==> config.mk <==
export PLATFORM = sky130hd
export DESIGN_NAME = pipe_hazard_ctrl_flat
export DESIGN_NICKNAME = d
export VERILOG_FILES = /design/src/rtl/pipe_hazard_ctrl_pkg.sv /design/src/rtl/pipe_hazard_ctrl_if.sv /design/src/rtl/pipe_hazard_ctrl_fwd_sel_unit.sv /design/src/rtl/pipe_hazard_ctrl.sv /design/src/flat_wrapper.sv
export SDC_FILE = /design/constraint.sdc
export NUM_CORES = 1
export LEC_CHECK = 0
export CAP_MARGIN = 20
export CELL_PAD_IN_SITES_DETAIL_PLACEMENT = 1
export CELL_PAD_IN_SITES_GLOBAL_PLACEMENT = 1
export CORE_UTILIZATION = 26
export CTS_BUF_LIST = sky130_fd_sc_hd__clkbuf_8 sky130_fd_sc_hd__clkbuf_16
export DETAILED_ROUTE_END_ITERATION = 10
export PLACE_DENSITY_LB_ADDON = 0.25
export SLEW_MARGIN = 20
export SYNTH_ARGS = -nofsm -noshare
export SYNTH_HDL_FRONTEND = slang
export SYNTH_HIERARCHICAL = 1
export SYNTH_SLANG_ARGS = --single-unit
export TNS_END_PERCENT = 20
==> constraint.sdc <==
create_clock -name clk -period 2.9 [get_ports clk]
set_input_delay 0.435 -clock clk [delete_from_list [all_inputs] [get_ports clk]]
set_output_delay 0.435 -clock clk [all_outputs]
set_load 0.02 [all_outputs]
==> src/rtl/pipe_hazard_ctrl_pkg.sv <==
// rtl/pipe_hazard_ctrl_pkg.sv - shared constants and state encoding for the hazard controller
package pipe_hazard_ctrl_pkg;

  localparam int PHC_XLEN = 64;

  localparam logic [1:0] FWD_RF  = 2'd0;
  localparam logic [1:0] FWD_MEM = 2'd1;
  localparam logic [1:0] FWD_WB  = 2'd2;

  typedef enum logic [1:0] {
    PHC_RUN = 2'd0,
    PHC_LSU = 2'd1,
    PHC_MDU = 2'd2
  } phc_state_e;

endpackage

==> src/rtl/pipe_hazard_ctrl_if.sv <==
// rtl/pipe_hazard_ctrl_if.sv - pipeline <-> hazard controller signal bundle
interface pipe_hazard_ctrl_if
  import pipe_hazard_ctrl_pkg::*;
#(
  parameter int XLEN   = PHC_XLEN,
  parameter int REG_AW = 5,
  parameter int PERF_W = 32
);

  logic [REG_AW-1:0] id_rs1;
  logic [REG_AW-1:0] id_rs2;
  logic              id_rs1_use;
  logic              id_rs2_use;
  logic [REG_AW-1:0] ex_rd;
  logic              ex_wben;
  logic              ex_is_load;
  logic [REG_AW-1:0] mem_rd;
  logic              mem_wben;
  logic [REG_AW-1:0] wb_rd;
  logic              wb_wben;
  logic              ex_mdu_start;
  logic              mdu_done;
  logic              mem_lsu_req;
  logic              lsu_ack;
  logic              ex_redirect;
  logic [XLEN-1:0]   ex_redirect_pc;

  logic              stall_if;
  logic              stall_id;
  logic              stall_ex;
  logic              stall_mem;
  logic              flush_id;
  logic              flush_ex;
  logic              flush_wb;
  logic [1:0]        fwd_rs1_sel;
  logic [1:0]        fwd_rs2_sel;
  logic              redirect_valid;
  logic [XLEN-1:0]   redirect_pc;
  logic              lsu_timeout;
  logic [PERF_W-1:0] stall_cycles;

  modport master (
    output id_rs1, id_rs2, id_rs1_use, id_rs2_use,
    output ex_rd, ex_wben, ex_is_load, mem_rd, mem_wben, wb_rd, wb_wben,
    output ex_mdu_start, mdu_done, mem_lsu_req, lsu_ack,
    output ex_redirect, ex_redirect_pc,
    input  stall_if, stall_id, stall_ex, stall_mem,
    input  flush_id, flush_ex, flush_wb,
    input  fwd_rs1_sel, fwd_rs2_sel,
    input  redirect_valid, redirect_pc, lsu_timeout, stall_cycles
  );

  modport slave (
    input  id_rs1, id_rs2, id_rs1_use, id_rs2_use,
    input  ex_rd, ex_wben, ex_is_load, mem_rd, mem_wben, wb_rd, wb_wben,
    input  ex_mdu_start, mdu_done, mem_lsu_req, lsu_ack,
    input  ex_redirect, ex_redirect_pc,
    output stall_if, stall_id, stall_ex, stall_mem,
    output flush_id, flush_ex, flush_wb,
    output fwd_rs1_sel, fwd_rs2_sel,
    output redirect_valid, redirect_pc, lsu_timeout, stall_cycles
  );

endinterface

==> src/rtl/pipe_hazard_ctrl_fwd_sel_unit.sv <==
// rtl/pipe_hazard_ctrl_fwd_sel_unit.sv - per-operand forwarding source comparator
module fwd_sel_unit
  import pipe_hazard_ctrl_pkg::*;
#(
  parameter int REG_AW = 5
)
(
  input  logic [REG_AW-1:0] rs,
  input  logic [REG_AW-1:0] mem_rd,
  input  logic              mem_wben,
  input  logic [REG_AW-1:0] wb_rd,
  input  logic              wb_wben,
  output logic [1:0]        sel
);

  // x0 is hardwired zero, so a write to it must never be forwarded.
  always_comb begin
    sel = FWD_RF;
    if (rs != '0) begin
      if (mem_wben && (mem_rd == rs)) begin
        sel = FWD_MEM;
      end else if (wb_wben && (wb_rd == rs)) begin
        sel = FWD_WB;
      end
    end
  end

endmodule

==> src/rtl/pipe_hazard_ctrl.sv <==
// rtl/pipe_hazard_ctrl.sv - stall/flush/forwarding sequencer for the 5-stage pipeline
module pipe_hazard_ctrl
  import pipe_hazard_ctrl_pkg::*;
#(
  parameter int XLEN   = PHC_XLEN,
  parameter int REG_AW = 5,
  parameter int TMO_W  = 8,
  parameter int PERF_W = 32
)
(
  input  logic             clk,
  input  logic             rst,
  pipe_hazard_ctrl_if.slave hz
);

  phc_state_e        state_q;
  phc_state_e        state_d;
  logic              pend_q;
  logic [XLEN-1:0]   pend_pc_q;
  logic [TMO_W-1:0]  wdog_q;
  logic              tmo_q;
  logic [PERF_W-1:0] perf_q;

  logic              load_use;
  logic              stall_if_c;
  logic              stall_id_c;
  logic              stall_ex_c;
  logic              stall_mem_c;
  logic              flush_id_c;
  logic              flush_ex_c;
  logic              flush_wb_c;
  logic              redirect_valid_c;
  logic [XLEN-1:0]   redirect_pc_c;

  always_comb begin
    load_use = hz.ex_is_load && hz.ex_wben && (hz.ex_rd != '0) &&
               ((hz.id_rs1_use && (hz.id_rs1 == hz.ex_rd)) ||
                (hz.id_rs2_use && (hz.id_rs2 == hz.ex_rd)));
  end

  always_comb begin
    state_d          = state_q;
    stall_if_c       = 1'b0;
    stall_id_c       = 1'b0;
    stall_ex_c       = 1'b0;
    stall_mem_c      = 1'b0;
    flush_id_c       = 1'b0;
    flush_ex_c       = 1'b0;
    flush_wb_c       = 1'b0;
    redirect_valid_c = 1'b0;
    redirect_pc_c    = '0;

    unique case (state_q)
      PHC_RUN: begin
        if (hz.mem_lsu_req && !hz.lsu_ack) begin
          state_d = PHC_LSU;
        end else if (hz.ex_mdu_start && !hz.mdu_done) begin
          state_d = PHC_MDU;
        end
        // A redirect held back by a stall is replayed before anything new.
        if (pend_q) begin
          redirect_valid_c = 1'b1;
          redirect_pc_c    = pend_pc_q;
          flush_id_c       = 1'b1;
          flush_ex_c       = 1'b1;
        end else if (hz.ex_redirect) begin
          redirect_valid_c = 1'b1;
          redirect_pc_c    = hz.ex_redirect_pc;
          flush_id_c       = 1'b1;
          flush_ex_c       = 1'b1;
        end else if (load_use) begin
          stall_if_c = 1'b1;
          stall_id_c = 1'b1;
          flush_ex_c = 1'b1;
        end
      end
      PHC_LSU: begin
        if (hz.lsu_ack) begin
          state_d = PHC_RUN;
        end
        stall_if_c  = 1'b1;
        stall_id_c  = 1'b1;
        stall_ex_c  = 1'b1;
        stall_mem_c = 1'b1;
        flush_wb_c  = 1'b1;
      end
      PHC_MDU: begin
        if (hz.mdu_done) begin
          state_d = PHC_RUN;
        end
        // EX/MEM keeps advancing; EX gates its own wben so MEM sees bubbles.
        stall_if_c = 1'b1;
        stall_id_c = 1'b1;
        stall_ex_c = 1'b1;
      end
      default: begin
        state_d = PHC_RUN;
      end
    endcase

    if (rst) begin
      stall_if_c       = 1'b0;
      stall_id_c       = 1'b0;
      stall_ex_c       = 1'b0;
      stall_mem_c      = 1'b0;
      flush_id_c       = 1'b0;
      flush_ex_c       = 1'b0;
      flush_wb_c       = 1'b0;
      redirect_valid_c = 1'b0;
      redirect_pc_c    = '0;
    end
  end

  always_ff @(posedge clk) begin
    if (rst) begin
      state_q   <= PHC_RUN;
      pend_q    <= 1'b0;
      pend_pc_q <= '0;
      wdog_q    <= '0;
      tmo_q     <= 1'b0;
      perf_q    <= '0;
    end else begin
      state_q <= state_d;

      if (state_q != PHC_RUN) begin
        if (hz.ex_redirect && !pend_q) begin
          pend_q    <= 1'b1;
          pend_pc_q <= hz.ex_redirect_pc;
        end
      end else if (pend_q) begin
        pend_q <= 1'b0;
      end

      if ((state_q == PHC_RUN) && (state_d == PHC_LSU)) begin
        wdog_q <= '0;
      end else if ((state_q == PHC_LSU) && (wdog_q != '1)) begin
        wdog_q <= wdog_q + TMO_W'(1);
      end

      if (wdog_q == '1) begin
        tmo_q <= 1'b1;
      end

      if (stall_if_c) begin
        perf_q <= perf_q + PERF_W'(1);
      end
    end
  end

  fwd_sel_unit #(.REG_AW(REG_AW)) u_fwd_rs1 (
    .rs       (hz.id_rs1),
    .mem_rd   (hz.mem_rd),
    .mem_wben (hz.mem_wben),
    .wb_rd    (hz.wb_rd),
    .wb_wben  (hz.wb_wben),
    .sel      (hz.fwd_rs1_sel)
  );

  fwd_sel_unit #(.REG_AW(REG_AW)) u_fwd_rs2 (
    .rs       (hz.id_rs2),
    .mem_rd   (hz.mem_rd),
    .mem_wben (hz.mem_wben),
    .wb_rd    (hz.wb_rd),
    .wb_wben  (hz.wb_wben),
    .sel      (hz.fwd_rs2_sel)
  );

  assign hz.stall_if       = stall_if_c;
  assign hz.stall_id       = stall_id_c;
  assign hz.stall_ex       = stall_ex_c;
  assign hz.stall_mem      = stall_mem_c;
  assign hz.flush_id       = flush_id_c;
  assign hz.flush_ex       = flush_ex_c;
  assign hz.flush_wb       = flush_wb_c;
  assign hz.redirect_valid = redirect_valid_c;
  assign hz.redirect_pc    = redirect_pc_c;
  assign hz.lsu_timeout    = tmo_q | (wdog_q == '1);
  assign hz.stall_cycles   = perf_q;

endmodule

==> src/flat_wrapper.sv <==
// flat-port wrapper written by rule: the top's interface ports become plain ports
module pipe_hazard_ctrl_flat import pipe_hazard_ctrl_pkg::*;
#(
  parameter int XLEN   = PHC_XLEN,
  parameter int REG_AW = 5,
  parameter int TMO_W  = 8,
  parameter int PERF_W = 32
)
  (clk, rst, hz_id_rs1, hz_id_rs2, hz_id_rs1_use, hz_id_rs2_use, hz_ex_rd, hz_ex_wben, hz_ex_is_load, hz_mem_rd, hz_mem_wben, hz_wb_rd, hz_wb_wben, hz_ex_mdu_start, hz_mdu_done, hz_mem_lsu_req, hz_lsu_ack, hz_ex_redirect, hz_ex_redirect_pc, hz_stall_if, hz_stall_id, hz_stall_ex, hz_stall_mem, hz_flush_id, hz_flush_ex, hz_flush_wb, hz_fwd_rs1_sel, hz_fwd_rs2_sel, hz_redirect_valid, hz_redirect_pc, hz_lsu_timeout, hz_stall_cycles);
  pipe_hazard_ctrl_if #(.XLEN(XLEN), .REG_AW(REG_AW), .PERF_W(PERF_W)) hz_i ();
  input  logic clk;
  input  logic rst;
  input wire logic [$bits(hz_i.id_rs1)-1:0] hz_id_rs1;
  input wire logic [$bits(hz_i.id_rs2)-1:0] hz_id_rs2;
  input wire logic [$bits(hz_i.id_rs1_use)-1:0] hz_id_rs1_use;
  input wire logic [$bits(hz_i.id_rs2_use)-1:0] hz_id_rs2_use;
  input wire logic [$bits(hz_i.ex_rd)-1:0] hz_ex_rd;
  input wire logic [$bits(hz_i.ex_wben)-1:0] hz_ex_wben;
  input wire logic [$bits(hz_i.ex_is_load)-1:0] hz_ex_is_load;
  input wire logic [$bits(hz_i.mem_rd)-1:0] hz_mem_rd;
  input wire logic [$bits(hz_i.mem_wben)-1:0] hz_mem_wben;
  input wire logic [$bits(hz_i.wb_rd)-1:0] hz_wb_rd;
  input wire logic [$bits(hz_i.wb_wben)-1:0] hz_wb_wben;
  input wire logic [$bits(hz_i.ex_mdu_start)-1:0] hz_ex_mdu_start;
  input wire logic [$bits(hz_i.mdu_done)-1:0] hz_mdu_done;
  input wire logic [$bits(hz_i.mem_lsu_req)-1:0] hz_mem_lsu_req;
  input wire logic [$bits(hz_i.lsu_ack)-1:0] hz_lsu_ack;
  input wire logic [$bits(hz_i.ex_redirect)-1:0] hz_ex_redirect;
  input wire logic [$bits(hz_i.ex_redirect_pc)-1:0] hz_ex_redirect_pc;
  output wire logic [$bits(hz_i.stall_if)-1:0] hz_stall_if;
  output wire logic [$bits(hz_i.stall_id)-1:0] hz_stall_id;
  output wire logic [$bits(hz_i.stall_ex)-1:0] hz_stall_ex;
  output wire logic [$bits(hz_i.stall_mem)-1:0] hz_stall_mem;
  output wire logic [$bits(hz_i.flush_id)-1:0] hz_flush_id;
  output wire logic [$bits(hz_i.flush_ex)-1:0] hz_flush_ex;
  output wire logic [$bits(hz_i.flush_wb)-1:0] hz_flush_wb;
  output wire logic [$bits(hz_i.fwd_rs1_sel)-1:0] hz_fwd_rs1_sel;
  output wire logic [$bits(hz_i.fwd_rs2_sel)-1:0] hz_fwd_rs2_sel;
  output wire logic [$bits(hz_i.redirect_valid)-1:0] hz_redirect_valid;
  output wire logic [$bits(hz_i.redirect_pc)-1:0] hz_redirect_pc;
  output wire logic [$bits(hz_i.lsu_timeout)-1:0] hz_lsu_timeout;
  output wire logic [$bits(hz_i.stall_cycles)-1:0] hz_stall_cycles;
  assign hz_i.id_rs1 = hz_id_rs1;
  assign hz_i.id_rs2 = hz_id_rs2;
  assign hz_i.id_rs1_use = hz_id_rs1_use;
  assign hz_i.id_rs2_use = hz_id_rs2_use;
  assign hz_i.ex_rd = hz_ex_rd;
  assign hz_i.ex_wben = hz_ex_wben;
  assign hz_i.ex_is_load = hz_ex_is_load;
  assign hz_i.mem_rd = hz_mem_rd;
  assign hz_i.mem_wben = hz_mem_wben;
  assign hz_i.wb_rd = hz_wb_rd;
  assign hz_i.wb_wben = hz_wb_wben;
  assign hz_i.ex_mdu_start = hz_ex_mdu_start;
  assign hz_i.mdu_done = hz_mdu_done;
  assign hz_i.mem_lsu_req = hz_mem_lsu_req;
  assign hz_i.lsu_ack = hz_lsu_ack;
  assign hz_i.ex_redirect = hz_ex_redirect;
  assign hz_i.ex_redirect_pc = hz_ex_redirect_pc;
  assign hz_stall_if = hz_i.stall_if;
  assign hz_stall_id = hz_i.stall_id;
  assign hz_stall_ex = hz_i.stall_ex;
  assign hz_stall_mem = hz_i.stall_mem;
  assign hz_flush_id = hz_i.flush_id;
  assign hz_flush_ex = hz_i.flush_ex;
  assign hz_flush_wb = hz_i.flush_wb;
  assign hz_fwd_rs1_sel = hz_i.fwd_rs1_sel;
  assign hz_fwd_rs2_sel = hz_i.fwd_rs2_sel;
  assign hz_redirect_valid = hz_i.redirect_valid;
  assign hz_redirect_pc = hz_i.redirect_pc;
  assign hz_lsu_timeout = hz_i.lsu_timeout;
  assign hz_stall_cycles = hz_i.stall_cycles;
  pipe_hazard_ctrl #(.XLEN(XLEN), .REG_AW(REG_AW), .TMO_W(TMO_W), .PERF_W(PERF_W)) u_core (.clk(clk), .rst(rst), .hz(hz_i));
endmodule
==> results summary, run 1 <==
The leftover overflow at the end of global routing is 0. The area fraction of the dominant cell type after synthesis is 0.360. In this run, synthesis inferred 0 flip-flops with an integrated enable. The number of synthesized register bits is about 110.

The global routing met1 resource utilization is 0.221. On the critical path, the stage with the largest delay is an instance of clkdlybuf4s50_1. The core area came out at approximately 0.023 mm^2. The detailed-placement wirelength estimate is 14700 um. The quantity of gates resized following cts came out at 5. The critical path class is in -> out.

The worst-case IR drop observed on VDD is 0.000219 V. The cell row count came out at 55. The first-pass iteration count of the detailed router came out at 6. Adding up every negative setup slack in the final design gives 0 ps.

In this run the count of I/O pins placed on the die edge is 211. The die area is around 0.024 mm^2. The switching power is 1.09 mW. The placed instance count is 1356. The share of total power dissipated in sequential elements is 0.428. The initial standard-cell utilization of the core came out at 0.265. The run finished with clean final reports. Of the total power, the share spent switching nets is 0.299.

The die is 154 um tall. Setup repair after global routing left no endpoint under its margin. TritonCTS built the clock tree.

The net count of the mapped netlist came out at 998. In the finished design, the share of the clock period the worst path needs comes to 0.962. At the worst endpoint, the required time is 2470 ps.

The pre-CTS worst setup slack is -90.8 ps. The number of antenna violations at the first check in global routing is 0. The hold buffer count at cts is 0.

STA classifies the critical path startpoint as an input pin. The synthesized instance count came out at 890. The number of antenna diodes came out at 0. The fraction of met2 tracks used by global routing is 0.303. The number of DRC violations after detailed routing came out at 0. In this run the critical register-to-register path is captured at u_core/hz.stall_cycles[12]$_SDFFE_PP0P_. The fraction of met3 tracks used by global routing is 0.0400. The cell-internal power came out at roughly 2.6 mW. The dominant cell type by area after synthesis is dfxtp_1. The setup slack of the worst register-to-register path is 500 ps. The proportion of power drawn by the clock network came out at 0.345. The transition time at the pin with the least slew margin came out at 606 ps.

The via density per instance is roughly 4.8. The clock transition at the registers of the reported paths came out at about 80 ps. The width of the die is between 150 and 200 um.

Along the worst hold path, the cell count comes to 2. The post-detailed-route count of antenna-violating nets came out at 0. From synthesis to final layout, the design area changed by 47.3%. The final weighted congestion of routability-driven global placement is 0.810. Averaged over all synthesized cells, the footprint is 6.74 um^2. The cell seen most often among critical-path stages is clkdlybuf4s50_1. The via count of the first global-routing pass is 6668. Yosys attributes the largest share of cell area to dfxtp_1, nand2_1, a21oi_1, nor2_1, xnor2_1. The worst hold path begins at rst.

The ratio of cells with drive above 1 in the final layout came out at 0.0681. The clock reaches the later pin of the worst-skew pair after between 300 and 400 ps. In this run the tool buffered the top-level ports with 210 buffer cells. Leaving out filler cells and counting taps, the final layout contains 1372. The first-pass GRT wire length is 34000 um. In this run the deepest clock path goes through 2 buffers.

The global routing stage identified its most utilized layer as met2. Clock tree synthesis selected as its root buffer the cell clkbuf_16. Of all flip-flops after synthesis, the portion carrying an async set or reset was 0.

The average wire length per cell after detail routing is 15.2 um. The Yosys warning count is 6. The endpoint with the worst hold slack is u_core/pend_q$_SDFFE_PP0P_. The power per cell area is 413 mW/mm^2. The max capacitance violation total is 0.

The number of endpoints with negative hold slack in the final report is 0. After detailed routing, the total wire length is 20900 um. The detailed-route via count is 6610.

The type of element capturing the critical path is an output pin. The min-delay analysis places its worst path in the category in -> reg. The total CTS buffers came out at 9. The number of violations reported at the end of detailed-routing iteration 0 came out at approximately 220. The final net count came out at 1190. The share of total power dissipated in combinational logic is 0.228.

Setup violations remaining at the end of the flow were counted as 0. Based on the critical path, the design can be clocked at up to 358 MHz. The final standard cell utilization of the core is 0.390.

The CTS sink count came out at 108. The number of buffers added for setup after CTS came out at 0. The peak per-stage delay on the critical path is a little over 600 ps.

The number of max-slew violations in the final report came to 0. For this run, the total global-route usage over all layers was measured as 0.177. The reported leakage power is 3.21 nW. The filler cell count in the final layout came out at 2765. Measured against its own limit, the worst slew margin works out to 0.592.

The cell area after synthesis is 0.00600 mm^2. For this run, the leading register cell type out of synthesis is dfxtp_1. For the worst flop-to-flop path, the logic depth is 8.

The number of distinct library cells after synthesis is 50. The clock tree synthesis step divided the H-tree into 3 levels. The share of the yosys chip area belonging to registers is 0.360. The worst register-to-register path begins at u_core/state_q[1]$_SDFF_PP0_.

The top fanout value on the critical path came out at 3. The signal on the critical path passes through clkdlybuf4s50_1 -> buf_4 -> xor2_1 -> nor4_1 -> nand3_1 -> nor2_1 -> clkdlybuf4s50_1. The clock period minus final worst setup slack is 2790 ps. The largest net degree at the start of global routing is 73.

The clock arrives with roughly 10 ps of skew. The worst endpoint data arrival time came out at 2350 ps. Across all setup checks in the final design, the least slack found is 111 ps. The total power is 3.65 mW.
per-stage QoR:
step	instance area, um^2	hold slack [ps]
finish	8830	283
global route	8830	270
global placement	8520	443
CTS	8820	269
floorplan	6000	436
detailed placement	8520	447
logic make-up after synthesis:
| family | synth area share |
|---|---|
| adders and majority gates | 0.0125 |
| AOI/OAI and AO/OA | 0.179 |
| muxes | 0.00188 |
| DFF | 0.360 |
| xor gates and xnor gates | 0.0569 |
| and+or+nand+nor | 0.337 |
| buffers and inverters | 0.0521 |
critical path, delay by kind of cell:
kind / cells / cell delay (ps)
xor+xnor: 1 / 140
buf+inv: 3 / 1230
simple gates: 3 / 550
synthesized netlist by cell type, types with 2 or more instances:
master	count
nor2b_1	6
or4_2	2
nand2_1	217
or4b_1	2
dfxtp_1	108
or3_2	2
nor2_1	148
o21ai_0	18
inv_1	10
and2_1	4
o31ai_1	11
xnor2_1	25
nor4_1	3
buf_2	2
a31oi_1	2
a21oi_1	158
nand3_1	17
xor2_1	14
or4_1	9
and3_1	3
nor3_1	6
or3_1	15
and4_2	2
ha_1	6
nor2_2	2
nand2b_1	2
nand4_1	13
nor4b_1	3
buf_4	5
buf_6	2
clkbuf_2	2
clkbuf_1	47
and4_1	3
buf_1	5
power groups by stage:
stage	Clock (mW)	Combinational, mW	Sequential [mW]
2_1_floorplan	0	0.422	1.59
3_3_place_gp	0	0.832	1.59
3_5_place_dp	0	0.841	1.59
4_1_cts	1.31	0.846	1.56
5_1_grt	1.36	0.915	1.57
6_report	1.26	0.830	1.56
state kept, by name, summed over array words and instances, names as in the netlist:
register,count
u_core/pend_pc_q,64
u_core/hz.stall_cycles,32
u_core/wdog_q,8
u_core/state_q,2
u_core/pend_q,1
u_core/tmo_q,1
cell type report:
| cell class | count | area, um^2 | share of cell area |
|---|---|---|---|
| tap | 285 | 357 | 0.0404 |
| timing repair buffer | 244 | 2430 | 0.275 |
| clock buffer | 11 | 253 | 0.0286 |
| multi-input combinational | 709 | 3550 | 0.402 |
| clock inverter | 5 | 42.5 | 0.00482 |
| inverter | 10 | 37.5 | 0.00425 |
| sequential | 108 | 2170 | 0.245 |
metal layers:
layer  vias up  share of wire  wire length, um
li1       3361              -                -
met1      3082           0.47             9810
met2       145           0.47             9760
met3        22          0.046              966
met4         0          0.015              322
met5         -              0                0
cell usage in the layout, fill, tap and decap left out, types with 4 or more instances in the layout:
cell type / count
or3_1: 15
nand3_1: 17
clkbuf_16: 9
a21oi_1: 158
nand2_1: 215
xor2_1: 14
xnor2_1: 25
o31ai_1: 11
buf_12: 6
o21ai_0: 18
nor2_1: 148
nand4_1: 13
nor2b_1: 6
nor3_1: 6
clkdlybuf4s50_1: 201
ha_1: 5
dlymetal6s2s_1: 4
inv_1: 10
or4_1: 9
dfxtp_1: 107
buf_4: 29
how the worst max path moves through the flow:
stage | from | slack [ps] | end | cells past startpoint
finish | hz_id_rs2[3] | 110 | hz_fwd_rs2_sel[0] | 7
global route | u_core/state_q[1]$_SDFF_PP0_ | 1 | hz_redirect_pc[42] | 6
CTS | u_core/state_q[1]$_SDFF_PP0_ | 60 | hz_redirect_pc[0] | 6
detailed placement | hz_ex_rd[0] | -90 | hz_stall_if | 6
global placement | hz_ex_rd[0] | -90 | hz_stall_id | 6
floorplan | hz_ex_rd[0] | 490 | hz_stall_if | 7
Power figures use the tool's default switching activity.
==> run 2: changes to the inputs <==
SKIP_CTS_REPAIR_TIMING = 1   (was unset)
==> run 2 against run 1 <==
Against the previous run: routed wire length is 0.35% higher; clock-buffer cell count did not move; core utilization grew 0.12 points; critical path depth did not move; register-to-register slack barely moved; worst hold slack better by 5.7 ps; via count is 0.17% higher; non-clock buffer count unchanged; flip-flop and latch count unchanged; clock skew down 0.52 ps; combinational power grew 0.5%.
==> results summary, run 2 (synthesis results as in run 1) <==
The clock tree root driver cell is clkbuf_16 (unchanged). The maximum count of clock buffers along a single path is 2 (unchanged). The area occupied by multi-input gates came out at 0.00356 mm^2 (was 0.00355 mm^2).

The final net count came out at 1190 (unchanged). The average wire length per cell after detail routing came out at 15.3 um (was 15.2 um). The most common cell after layout, fill and taps aside is nand2_1 (unchanged). The category of the worst setup path launch point is an input pin (unchanged). The CTS sink count is 108 (unchanged). The number of violations reported at the end of detailed-routing iteration 0 is 202 (was 217). The reported leakage power came out at 3.27 nW (was 3.21 nW). The first-pass GRT wire length is 33900 um (was 34000 um). The setup slack of the worst register-to-register path is 500 ps (about the same). The core area was 0.0226 mm^2 (unchanged). The filler cell count in the final layout was 2760 (was 2765). Outcome: complete, no violations (unchanged).

The number of flip-flops under the largest register name came to 64 (unchanged). The width of the die is 154 um (unchanged). The register with the most flip-flops is u_core/pend_pc_q (unchanged). The clock transition at the registers of the reported paths is 80 ps (about the same). The number of antenna violations at the first check in global routing came out at 0 (unchanged). The transition time at the pin with the least slew margin is 606 ps (about the same). The setup TNS came out at 0 ps (unchanged). The ratio of cells with drive above 1 in the final layout was 0.0690 (was 0.0681). The critical path class is in -> out (unchanged). The number of H-tree branching levels is 3 (unchanged).

The first-pass iteration count of the detailed router came to 4 (was 6). The top fanout value on the critical path is 3 (unchanged). The leftover overflow at the end of global routing is 0 (unchanged).

The number of max-slew violations in the final report is 0 (unchanged). The via count of the first global-routing pass was 6669 (was 6668). The worst endpoint data arrival time came to 2350 ps (about the same). Worst-path cell chain: clkdlybuf4s50_1 -> buf_4 -> xor2_1 -> nor4_1 -> nand3_1 -> nor2_1 -> clkdlybuf4s50_1 (unchanged). The post-detailed-route count of antenna-violating nets came out at 0 (unchanged). The type of element capturing the critical path is an output pin (unchanged).

The maximum frequency from static timing analysis is 359 MHz (was 358 MHz). The portion of the clock cycle consumed by the worst path in the final layout came out at 0.961 (was 0.962). The critical path required time is 2470 ps (about the same).

The number of endpoints with negative hold slack in the final report came out at 0 (unchanged). The I/O pin count came out at 211 (unchanged). The total length of routed wires was 20900 um (about the same). The die height is 154 um (unchanged). The cell seen most often among critical-path stages was clkdlybuf4s50_1 (unchanged).

The via density per instance came out at 4.83 (was 4.82). The final weighted congestion of routability-driven global placement is 0.810 (unchanged). The slowest stage cell on the critical path is clkdlybuf4s50_1 (unchanged). The combined buffer and inverter count along the critical path is 3 (unchanged). The overall routing resource usage came out at 0.176 (was 0.177). The detailed-placement wirelength estimate came to 14700 um (unchanged). The relative slew slack came out at 0.592 (about the same). The power per cell area came out at 412 mW/mm^2 (was 413 mW/mm^2).

The detailed-route via count is 6621 (was 6610). The number of DRC violations after detailed routing came out at 0 (unchanged). The sequential standard cell area was 0.00217 mm^2 (unchanged). The clock latency at the later pin of the worst-skew pair is 350 ps (was 360 ps). The area added between synthesis and finish is 47.7% (was 47.3%).

The initial standard-cell utilization of the core is 0.265 (unchanged). The total CTS buffers is 9 (unchanged). The kind of cell adding the most delay to the critical path was buffers and inverters (unchanged). RSZ-0062 raised after global routing: no (unchanged). Highest-count cells in the layout ignoring fill and taps: nand2_1, clkdlybuf4s50_1, a21oi_1 (unchanged). The final worst hold slack is 288 ps (was 283 ps). The worst clock skew on the final layout is 9.24 ps (was 9.76 ps).

The total power is 3.65 mW (about the same). The clock tree from TritonCTS is yes (unchanged). The type of the most critical hold path is in -> reg (unchanged). The clock period minus final worst setup slack is 2790 ps (about the same). The final count of negative-setup-slack endpoints came out at 0 (unchanged). The peak per-stage delay on the critical path was 600 ps (was 610 ps). The max capacitance violation total is 0 (unchanged).

The die area is 0.0237 mm^2 (unchanged). The peak ir drop on the vdd network came to 0.000216 V (was 0.000219 V). The number of port buffers came to 210 (unchanged). The largest net degree at the start of global routing is 73 (unchanged). The cell row count came out at 55 (unchanged).

The number of antenna diodes is 0 (unchanged).
==> run 2: worst reg2reg max path, delay by kind of cell, from the launching register on <==
kind / cells / cell delay [ps]
buf+inv: 2 / 360
compound gates: 2 / 290
fa+ha+maj: 1 / 280
flops: 1 / 350
simple gates: 3 / 1050
==> run 2: per-stage QoR <==
stage	setup WS, ps	std cells	instance area [um^2]	util
2_1_floorplan	485	890	6000	-
3_3_place_gp	-93.0	1356	8520	0.376
3_5_place_dp	-90.8	1356	8520	0.376
4_1_cts	-105	1372	8820	0.389
5_1_grt	0.449	1372	8860	0.391
6_report	114	1372	8860	0.391
==> run 2: report_power, final <==
part	switching [mW]	internal (mW)
sequential	0.0298	1.53
combinational	0.450	0.384
clock	0.611	0.643
total	1.09	2.56
==> run 2: layer usage <==
| layer | routed length (um) | share of wire | GRT usage |
|---|---|---|---|
| met1 | 9820 | 0.47 | 0.221 |
| met2 | 9860 | 0.47 | 0.303 |
| met3 | 968 | 0.046 | 0.0400 |
| met4 | 283 | 0.014 | 0.0476 |
| met5 | 0 | 0 | 0 |
==> run 2: worst paths after layout <==
check                                     from                                 endpoint  cells past startpoint
max reg2reg       u_core/state_q[1]$_SDFF_PP0_  u_core/hz.stall_cycles[12]$_SDFFE_PP0P_                      8
max                               hz_id_rs2[3]                        hz_fwd_rs2_sel[0]                      7
min reg2reg  u_core/pend_pc_q[45]$_SDFFE_PP0P_        u_core/pend_pc_q[45]$_SDFFE_PP0P_                      2
min                                        rst               u_core/pend_q$_SDFFE_PP0P_                      2
==> run 2: layout make-up <==
type | instances | share of cell area
clock inverters | 5 | 0.00480
flip-flops and latches | 108 | 0.244
well taps | 285 | 0.0402
repair buffers | 244 | 0.276
inverters | 10 | 0.00424
multi-input cells | 709 | 0.402
clock buffers | 11 | 0.0285
==> run 3: changes to the inputs <==
PLACE_DENSITY = 0.75   (was unset)
PLACE_DENSITY_LB_ADDON = unset   (was 0.25)
SLEW_MARGIN = 25   (was 20)
==> run 3 against run 2 <==
Against the previous run: worst hold slack improved by 130 ps; global-route usage rose by 0.34 points; maximum frequency fell by 1.3%; die area did not move; final cell count fell by 0.22%; routed wire length rose by 1.8%; highest routed layer unchanged.
==> results summary, run 3 (synthesis results as in run 1) <==
Outcome: complete, no violations (unchanged). The register with the most flip-flops is u_core/pend_pc_q (unchanged). The final design instance area without fill is 0.00881 mm^2 (was 0.00886 mm^2). The detailed-placement wirelength estimate is 14600 um (was 14700 um). The first-pass GRT wire length is 34400 um (was 33900 um). The reported leakage power was 3.32 nW (was 3.27 nW).

The ratio of cells with drive above 1 in the final layout is 0.0637 (was 0.0690). The overall routing resource usage came out at 0.180 (was 0.176). The setup slack of the worst register-to-register path is 480 ps (was 500 ps). The worst flop-to-flop path startpoint was u_core/state_q[1]$_SDFF_PP0_ (unchanged). The final worst hold slack is 418 ps (was 288 ps). The power per cell area came to 412 mW/mm^2 (about the same). The most common cell after layout, fill and taps aside is nand2_1 (unchanged). The CTS sink count came out at 108 (unchanged). The number of H-tree branching levels came out at 3 (unchanged).

The final net count is 1186 (was 1190). The top fanout value on the critical path came out at 4 (was 3). The pre-CTS worst setup slack is -166 ps (was -90.8 ps). The clock latency at the later pin of the worst-skew pair came out at 360 ps (was 350 ps).

The max capacitance violation total came out at 0 (unchanged). The clock tree root driver cell was clkbuf_16 (unchanged). The number of flip-flops under the largest register name came out at 64 (unchanged). The switching power was 1.13 mW (was 1.09 mW). The endpoint of the worst-slack reg-to-reg timing path is u_core/hz.stall_cycles[12]$_SDFFE_PP0P_ (unchanged). RSZ-0062 raised after global routing: yes (was no). The proportion of power drawn by the clock network is 0.343 (was 0.344). The total length of routed wires came out at 21300 um (was 20900 um). The first-pass iteration count of the detailed router is 4 (unchanged). The peak ir drop on the vdd network is 0.000227 V (was 0.000216 V). The cell row count is 55 (unchanged). The core area is 0.0226 mm^2 (unchanged). The total power is 3.63 mW (was 3.65 mW). The final count of negative-setup-slack endpoints was 0 (unchanged). The type of the most critical hold path is in -> reg (unchanged). The placement-stage cell area is 0.00848 mm^2 (was 0.00852 mm^2). The number of max-slew violations in the final report was 0 (unchanged). The critical path class was in -> out (unchanged). The type of element capturing the critical path is an output pin (unchanged).

The detailed-route via count is 6718 (was 6621). The final standard cell utilization of the core is 0.389 (was 0.391). The total CTS buffers came out at 9 (unchanged). The path depth of the worst reg2reg path came out at 8 (unchanged). The net switching share of the total power came out at 0.310 (was 0.299). The worst endpoint data arrival time came out at 2390 ps (was 2350 ps). The relative slew slack is 0.569 (was 0.592). The cell-internal power came out at 2.51 mW (was 2.56 mW). The die height is 154 um (unchanged). The initial standard-cell utilization of the core came out at 0.265 (unchanged). The endpoint with the worst hold slack is u_core/state_q[1]$_SDFF_PP0_ (was u_core/pend_q$_SDFFE_PP0P_). The clock tree from TritonCTS is yes (unchanged). The clock transition at the registers of the reported paths is 70 ps (was 80 ps).

The fraction of power consumed by sequential logic is 0.429 (was 0.428). Highest-count cells in the layout ignoring fill and taps: nand2_1, clkdlybuf4s50_1, a21oi_1 (unchanged). The portion of total power attributed to combinational logic came to 0.228 (was 0.229). The area added between synthesis and finish came to 46.9% (was 47.7%). The worst clock skew on the final layout was 13.0 ps (was 9.24 ps). The post-detailed-route count of antenna-violating nets came out at 0 (unchanged). The transition time at the pin with the least slew margin is 647 ps (was 606 ps).

The global routing met1 resource utilization was 0.216 (was 0.221). The fraction of met3 tracks used by global routing was 0.0505 (was 0.0400). The leftover overflow at the end of global routing came out at 0 (unchanged). The fraction of met2 tracks used by global routing came out at 0.311 (was 0.303). The width of the die is 154 um (unchanged). The number of endpoints with negative hold slack in the final report is 0 (unchanged).

The portion of the clock cycle consumed by the worst path in the final layout is 0.974 (was 0.961). The critical path required time is 2470 ps (about the same). The number of port buffers is 210 (unchanged).

The worst min-delay path startpoint was rst (unchanged). The category of the worst setup path launch point was an input pin (unchanged). The I/O pin count is 211 (unchanged). The via count of the first global-routing pass was 6802 (was 6669). The largest net degree at the start of global routing came to 74 (was 73).

The layer with the highest usage was met2 (unchanged). The number of DRC violations after detailed routing came out at 0 (unchanged). The minimum setup slack in the final design is 76.1 ps (was 114 ps).

The number of antenna violations at the first check in global routing came out at 1 (was 0). The average wire length per cell after detail routing came out at 15.6 um (was 15.3 um). The die area is 0.0237 mm^2 (unchanged). The number of stages on the worst hold path came out at 3 (was 2).

The maximum count of clock buffers along a single path is 2 (unchanged). The number of violations reported at the end of detailed-routing iteration 0 is 209 (was 202). The via density per instance came out at 4.91 (was 4.83). The maximum frequency from static timing analysis came out at 354 MHz (was 359 MHz). The final weighted congestion of routability-driven global placement came out at 0.770 (was 0.810). The clock period minus final worst setup slack is 2820 ps (was 2790 ps).
[run 3: changes by cell type in the layout (fill, tap and decap cells not counted), moves of 2 or more]
cell,before,now
buf_4,29,26
clkbuf_8,2,0
clkdlybuf4s50_1,199,195
dlymetal6s2s_1,9,13
[run 3: metal layers]
layer  part of all wire  up-vias
li1                   -     3361
met1               0.46     3174
met2               0.47      162
met3              0.054       21
met4              0.014        0
met5                  0        -
[run 3: final cells by class]
cell class	count	area, um^2
fillers	2810	13800
multi-input cells	709	3550
repair buffers	240	2410
flip-flops and latches	108	2170
well taps	285	357
clock buffers	9	225
clock inverters	7	60.1
inverters	10	37.5
diodes	1	2.50
[run 3: how the worst max path moves through the flow]
stage	from	end	slack, ps	cells past startpoint
4_1_cts	hz_ex_rd[0]	hz_stall_if	-170	6
6_report	hz_id_rs2[1]	hz_fwd_rs2_sel[1]	80	6
3_3_place_gp	hz_ex_rd[0]	hz_stall_id	-150	6
3_5_place_dp	hz_ex_rd[0]	hz_stall_if	-170	6
2_1_floorplan	hz_ex_rd[0]	hz_stall_if	490	7
5_1_grt	hz_id_rs2[1]	hz_fwd_rs2_sel[0]	-40	6
[run 3: power by group through the flow]
| stage | combinational (mW) | sequential (mW) | clock, mW |
|---|---|---|---|
| after detailed placement | 0.834 | 1.59 | 0 |
| after floorplan | 0.422 | 1.59 | 0 |
| final | 0.827 | 1.56 | 1.25 |
| after CTS | 0.839 | 1.56 | 1.30 |
| after global routing | 0.908 | 1.56 | 1.36 |
| after global placement | 0.820 | 1.59 | 0 |
[run 3: worst max-delay path, cell delays in order]
cell and delay (ps):
clkdlybuf4s50_1 520, xor2_1 210, nor4_1 360, nand3_1 140
nor4b_1 170, clkdlybuf4s50_1 540
[run 3: stage by stage]
step	setup TNS [ps]	cells
after global routing	-72.2	1369
after global placement	-299	1352
after floorplan	0	890
after detailed placement	-363	1352
after CTS	-394	1368
final	0	1369
